==> config.mk <==
export PLATFORM = sky130hd
export DESIGN_NAME = mux_channel_scanner
export DESIGN_NICKNAME = d
export VERILOG_FILES = /design/src/rtl/mux_channel_scanner.sv
export SDC_FILE = /design/constraint.sdc
export NUM_CORES = 1
export LEC_CHECK = 0
export ABC_AREA = 1
export BUFFER_PORTS_ARGS = -buffer_cell sky130_fd_sc_hd__buf_4
export CAP_MARGIN = 25
export CORE_ASPECT_RATIO = 0.6
export CORE_MARGIN = 3
export CORE_UTILIZATION = 40
export CTS_CLUSTER_DIAMETER = 30
export DETAILED_ROUTE_END_ITERATION = 7
export SLEW_MARGIN = 20
export SYNTH_ARGS = -nofsm -noshare
export SYNTH_HDL_FRONTEND = slang
export SYNTH_SLANG_ARGS = --single-unit
==> constraint.sdc <==
create_clock -name clk -period 3.2 [get_ports clk]
set_input_delay 0.16 -clock clk [delete_from_list [all_inputs] [get_ports clk]]
set_output_delay 0.16 -clock clk [all_outputs]
set_load 0.01 [all_outputs]
==> src/rtl/mux_channel_scanner.sv <==
// mux_channel_scanner
//
// Sequencer that drives a 16:1 enabled mux. Starting from channel 0 it walks
// every channel in order. A channel whose mask bit is set is driven for SETTLE
// cycles, then sampled for one CAPTURE cycle. A masked-off channel spends a
// single SKIP cycle with the mux disabled. When channel 15 is done, the
// collected 16-bit word is held on a valid/ready handshake until downstream
// accepts it.
//
// Parameters
//   NUM_CH    channel count (16, matching the 4-bit select)
//   SETTLE    cycles a channel is driven before it is sampled (1..15)
//
// Ports
//   clk        in   rising-edge clock
//   rst        in   synchronous active-high reset
//   start      in   begin a scan; only looked at while idle
//   chan_mask  in   [15:0] bit c set = scan channel c; latched on start
//   mux_v      in   mux output for the channel currently on sel
//   sel        out  [3:0] channel index driven to the mux
//   mux_en     out  mux enable, high while settling or capturing
//   busy       out  high whenever the scanner is not idle
//   result     out  [15:0] captured bits; masked channels read 0
//   out_valid  out  result word complete and stable
//   out_ready  in   downstream accepts result while out_valid is high
module mux_channel_scanner #(
    parameter int NUM_CH = 16,
    parameter int SETTLE = 2
) (
    input  logic        clk,
    input  logic        rst,
    input  logic        start,
    input  logic [15:0] chan_mask,
    input  logic        mux_v,
    output logic [3:0]  sel,
    output logic        mux_en,
    output logic        busy,
    output logic [15:0] result,
    output logic        out_valid,
    input  logic        out_ready
);

    typedef enum logic [2:0] {
        ST_IDLE,
        ST_SETTLE,
        ST_CAPTURE,
        ST_SKIP,
        ST_HOLD
    } state_t;

    localparam logic [3:0] SETTLE_LAST = 4'(SETTLE - 1);
    localparam logic [3:0] LAST_CH     = 4'(NUM_CH - 1);

    state_t      state, state_next;
    logic [3:0]  ch, ch_next;
    logic [3:0]  cnt, cnt_next;
    logic [15:0] mask, mask_next;
    logic [15:0] result_q, result_next;
    logic [3:0]  ch_plus;

    // State register. Reset abandons any scan in flight and clears the word,
    // so a partial result is never presented.
    always_ff @(posedge clk) begin
        if (rst) begin
            state    <= ST_IDLE;
            ch       <= 4'd0;
            cnt      <= 4'd0;
            mask     <= 16'd0;
            result_q <= 16'd0;
        end else begin
            state    <= state_next;
            ch       <= ch_next;
            cnt      <= cnt_next;
            mask     <= mask_next;
            result_q <= result_next;
        end
    end

    assign ch_plus = ch + 4'd1;

    // Next-state logic. CAPTURE and SKIP share one advance rule: stop after
    // channel 15 (the counter never wraps), otherwise step to the next
    // channel and choose SETTLE or SKIP from its mask bit.
    always_comb begin
        state_next  = state;
        ch_next     = ch;
        cnt_next    = cnt;
        mask_next   = mask;
        result_next = result_q;

        unique case (state)
            ST_IDLE: begin
                if (start) begin
                    mask_next   = chan_mask;
                    ch_next     = 4'd0;
                    cnt_next    = 4'd0;
                    result_next = 16'd0;
                    state_next  = chan_mask[0] ? ST_SETTLE : ST_SKIP;
                end
            end
            ST_SETTLE: begin
                if (cnt == SETTLE_LAST) begin
                    cnt_next   = 4'd0;
                    state_next = ST_CAPTURE;
                end else begin
                    cnt_next = cnt + 4'd1;
                end
            end
            ST_CAPTURE, ST_SKIP: begin
                if (state == ST_CAPTURE) begin
                    result_next[ch] = mux_v;
                end
                if (ch == LAST_CH) begin
                    state_next = ST_HOLD;
                end else begin
                    ch_next    = ch_plus;
                    state_next = mask[ch_plus] ? ST_SETTLE : ST_SKIP;
                end
            end
            ST_HOLD: begin
                if (out_ready) begin
                    state_next = ST_IDLE;
                end
            end
            default: begin
                state_next = ST_IDLE;
            end
        endcase
    end

    // Outputs come straight from the registered state, so sel only moves
    // when the channel register steps to a new channel.
    assign sel       = ch;
    assign mux_en    = (state == ST_SETTLE) || (state == ST_CAPTURE);
    assign busy      = (state != ST_IDLE);
    assign out_valid = (state == ST_HOLD);
    assign result    = result_q;

endmodule

# After elaboration in Yosys (flattened, before gate mapping)
# Index checks and enable logic that the tools add are counted.
dict set report word_totals {
  latch_bits 0
  regBits 43
  rom_bits 0
  inputBits 21
  ramBits 0
  n_memories 0
  elab_cells 53
}
dict set report classes {
  n_addsub 2
  shifts 0
  mul 0
  div 0
  mux 20
  eq_ne 11
  n_reduce_logical 12
  order_cmp 3
  n_bitwise 0
}
# operator count
set ops {}
lappend ops {{$mux 16} 2}
lappend ops {{$pmux 16 s2} 1}
lappend ops {{$bwmux 16} 1}
lappend ops {{$pmux 4 s2} 2}
lappend ops {{$mux 3} 4}
lappend ops {{$mux 4} 3}
lappend ops {{$pmux 3 s4} 1}
lappend ops {{$lt 4x5->1 const B} 2}
lappend ops {{$reduce_and 3->1} 3}
lappend ops {{$add 4x1->4 const B} 2}
lappend ops {{$ne 2x2->1 const B} 4}
lappend ops {{$eq 3x2->1 const B} 2}
lappend ops {{$bmux 1 s4} 1}
lappend ops {{$demux 1 s4} 1}
lappend ops {{$eq 4x1->1 const B} 1}
lappend ops {{$eq 4x4->1 const B} 1}
lappend ops {{$ge 4x1->1 const B} 1}
lappend ops {{$mux 2} 2}
lappend ops {{$reduce_and 2->1} 2}
lappend ops {{$reduce_bool 2->1} 2}
lappend ops {{$eq 3x1->1 const B} 1}
lappend ops {{$eq 3x3->1 const B} 1}
lappend ops {{$logic_not 3->1} 1}
lappend ops {{$reduce_bool 3->1} 1}
lappend ops {{5 further kinds} 6}

# Depth between registers and ports, before layout
dict set report depth {
  depth_word 7
  mapped_depth 9
}

# Worst setup path before layout
# OpenSTA, ideal clock, no wires.
dict set report synth_timing {
  path_type {flip-flop to flip-flop}
  from {register ch[0], in the netlist sel[0]}
  to {register state[1]}
  setup_ns 0.117
  arrival_time_ns 1.512
  path_slack_ns 1.571
  required_ns 3.083
  n_path_buf 0
  synth_period_minus_slack_ns 1.629
  path_stages_with_launch 9
  cell_sequence {dfxtp_1 clkinv_1 ha_1 inv_1 nand3_1 nand3_1 nand3_1 nand3_1 a21oi_1}
}
dict set report synth_between {
  elab_chain_cells 6
  word_cells_on_any_way 7
  cone_classes {add/sub (1); eq/ne (1); mux (5)}
}
# element line
set synth_lines {}
lappend synth_lines {{start, declared} 55} ;# logic [3:0] ch, ch_next;
lappend synth_lines {{start signal, assigned} 72} ;# ch <= ch_next;
lappend synth_lines {{$add 4x1->4} 79} ;# assign ch_plus = ch + 4'd1;
lappend synth_lines {{$bmux 1 s4} 117} ;# state_next = mask[ch_plus] ? ST_SETTLE : ST_SKIP;
lappend synth_lines {{$mux 1 (not written as such)} 117}
lappend synth_lines {{$mux 2} 117}
lappend synth_lines {{$mux 3 *} 113} ;# if (ch == LAST_CH) begin
lappend synth_lines {{$pmux 3 s4 *} 91} ;# unique case (state)
lappend synth_lines {{end signal, assigned} 71} ;# state <= state_next;
lappend synth_lines {{end, declared} 54} ;# state_t state, state_next;
# Mark *: on every way between the ends. The rest lies on a longest branch, timed or not. The select of a mux whose other input is x is not followed.
# A chain may end at the register's enable or synchronous reset.

# Worst setup path in the final report
# Same ends and word-level chain as after synthesis.

==> impl_metrics.py <==
metrics = {
    "critical_path": {
        "crit_start": "sel[0]",
        "rr_startpoint": "sel[0]",
        "critPathArrivalTime_ns": 2.43,
        "endpoint_kind": "register",
        "cp_cell_sequence": "clkinv_1 -> ha_1 -> inv_1 -> nand3_1 -> nand3_1 -> nand3_1 -> nand3_1 -> a21oi_1",
        "path_max_fanout": 15,
        "path_class": "register to register",
        "cp_data_required_time_ns": 3.43,
        "cpMostUsedCell": "nand3_1",
        "critPathMaxStageDelay_ns": 0.64,
        "slowest_stage": "dfxtp_1",
        "critPathLaunchType": "register",
    },
    "grt": {
        "grt-ovfl-total": 0,
        "antenna_found_initial": 0,
        "grt_max_degree": 33,
        "grt_usage": 0.166,
        "grt_pass1_wl_um": 8460,
        "grt_pass1_vias": 1771,
    },
    "flow_run": {
        "max_cap_violations": 0,
    },
    "logic_synthesis": {
        "synth_edf_count": 0,
        "ys_seq_area_frac": 0.402,
        "syn-num-nets": 336,
        "syn_area_per_cell_um2": 6.92,
        "netlist_top_cells_area": "dfxtp_1 (40%), nand2_1 (12%), a21oi_1 (9.8%)",
        "async_reset_ff_frac": 0,
        "synth-seq-cells": 43,
        "synth_top_flop_cell": "dfxtp_1",
        "synth_top_area_frac": 0.402,
        "synthesis.area_um2": 2140,
        "synth.distinct_cells": 27,
        "ys_warn_count": 0,
        "syn_inst": 309,
        "synth.largest_area_cell": "dfxtp_1",
    },
    "drt": {
        "vias": 2025,
        "drc": 0,
        "wl_per_cell_um": 12.3,
        "first_pass_iters": 4,
        "ant_nets": 0,
        "drtIter0Drc": 149,
        "vias_per_cell": 4.95,
        "postRouteWirelength_um": 5030,
    },
    "cts": {
        "clock_latency_ns": 0.30,
        "h-tree-depth": 2,
        "tritoncts": "yes",
        "ctsLongestPathBuffers": 2,
        "cts_hold_buf": 0,
        "cts_sinks": 43,
        "post_cts_resize_count": 0,
        "root_buffer": "clkbuf_8",
        "cts_setup_buffers": 0,
        "clkTransAtPathRegs_ns": 0.08,
        "cts_made_buffers": 5,
    },
    "cells_and_area": {
        "nNetsFinal": 373,
        "fin_util": 0.526,
        "syn_to_final_growth_pct": 19.2,
        "drive_gt1_frac": 0.191,
        "layout_common_cells": "nand2_1 (67), dfxtp_1 (43), buf_4 (43)",
        "fillers": 493,
        "final_common_cell": "nand2_1",
        "antenna_cells": 0,
        "fin_area_um2": 2550,
    },
    "power_and_ir_drop": {
        "pwr_density_cell_nw_per_um2": 708,
        "irDropWorstVdd_mv": 0.304,
        "p_leak_nw": 1.09,
    },
    "timing": {
        "relSlewSlack": 0.635,
        "rsz0062_at_grt": "no",
        "clock.fmax_mhz": 455,
        "period_share": 0.687,
        "period_needed_ns": 2.20,
        "hold_violations": 0,
        "tightest_slew_ns": 0.547,
        "fin_setup_tns_ns": 0,
        "final_max_slew_viol_count": 0,
        "setup_viol": 0,
        "fin_skew_ns": 0.00776,
        "layout_setup_ws_ns": 1.00,
    },
    "placement": {
        "numPortBuffers": 43,
        "place.gp.congestion": 1.00,
        "dpl_worst_slack_ns": 1.01,
        "dp_hpwl_um": 3750,
        "placed_area_um2": 2460,
    },
    "worst_hold_path": {
        "hold_start": "start",
        "hold_class": "input port to register",
    },
    "floorplanning": {
        "num_rows": 19,
        "pin_count": 44,
        "initial_core_util": 0.441,
        "core_area_um2": 4850,
        "dieHeight_um": 62.7,
        "die-area_um2": 6290,
        "fp.dieW_um": 100,
    },
    "run_status": {
        "status": "complete, no violations",
    },
}
## logic make-up after synthesis
logic type	share of synthesized area
simple gates	0.250
compound gates	0.189
buf+inv	0.115
flops	0.402
fa+ha+maj	0.0351
xor+xnor	0.00819
## synth_stat cells, drive strengths merged, types with 2 or more instances
cell and n:
clkbuf 4, o21ai 35, inv 44, or2 2
nor3 4, nand3 19, nand2 67, buf 9
ha 6, dfxtp 43, nor2 28, xor2 2
a21oi 42
## cell type report
cell class	count	area (um2)	area share
flip-flops and latches	43	861	0.337
well taps	63	78.8	0.0309
clock inverters	1	5.00	0.00196
inverters	45	169	0.0662
clock buffers	6	82.6	0.0324
multi-input cells	208	1030	0.405
repair buffers	43	323	0.127
## per-stage QoR
step / hold slack (ns) / total power, mW / cells
3_3_place_gp: 0.387 / 1.46 / 402
3_5_place_dp: 0.390 / 1.47 / 402
2_1_floorplan: 0.253 / 1.31 / 309
6_report: 0.0857 / 1.81 / 409
4_1_cts: 0.0696 / 1.82 / 409
5_1_grt: 0.0791 / 1.97 / 409
## per-layer routing
layer / up-vias / GRT usage / share of wire
li1: 1066 / - / -
met1: 904 / 0.263 / 0.55
met2: 55 / 0.209 / 0.38
met3: 0 / 0.0546 / 0.067
met4: 0 / 0.0353 / 0
met5: - / 0 / 0
## power breakdown
group          internal, mW  switching (mW)  total, mW
sequential            0.639          0.0697      0.709
clock                 0.169           0.180      0.350
combinational         0.252           0.494      0.747
## final timing paths
path,slack [ns],depth (start not counted),to
worst min register to register,0.46,2,mask[5]
worst max-delay path,1.00,8,state[1]
worst min-delay path,0.09,2,mask[0]
worst max register to register,1.00,8,state[1]
## state kept, by name (all words and copies together), names as in the netlist
signal  flops
mask       16
result     16
cnt         4
sel         4
state       3
## worst max-delay path, delay by kind of cell (launching register included)
kind / cells / cell delay [ns]
fa+ha+maj: 1 / 0.49
compound gates: 1 / 0.13
flops: 1 / 0.64
simple gates: 4 / 0.36
buf+inv: 2 / 0.52
(Power assumes the default switching activity.)
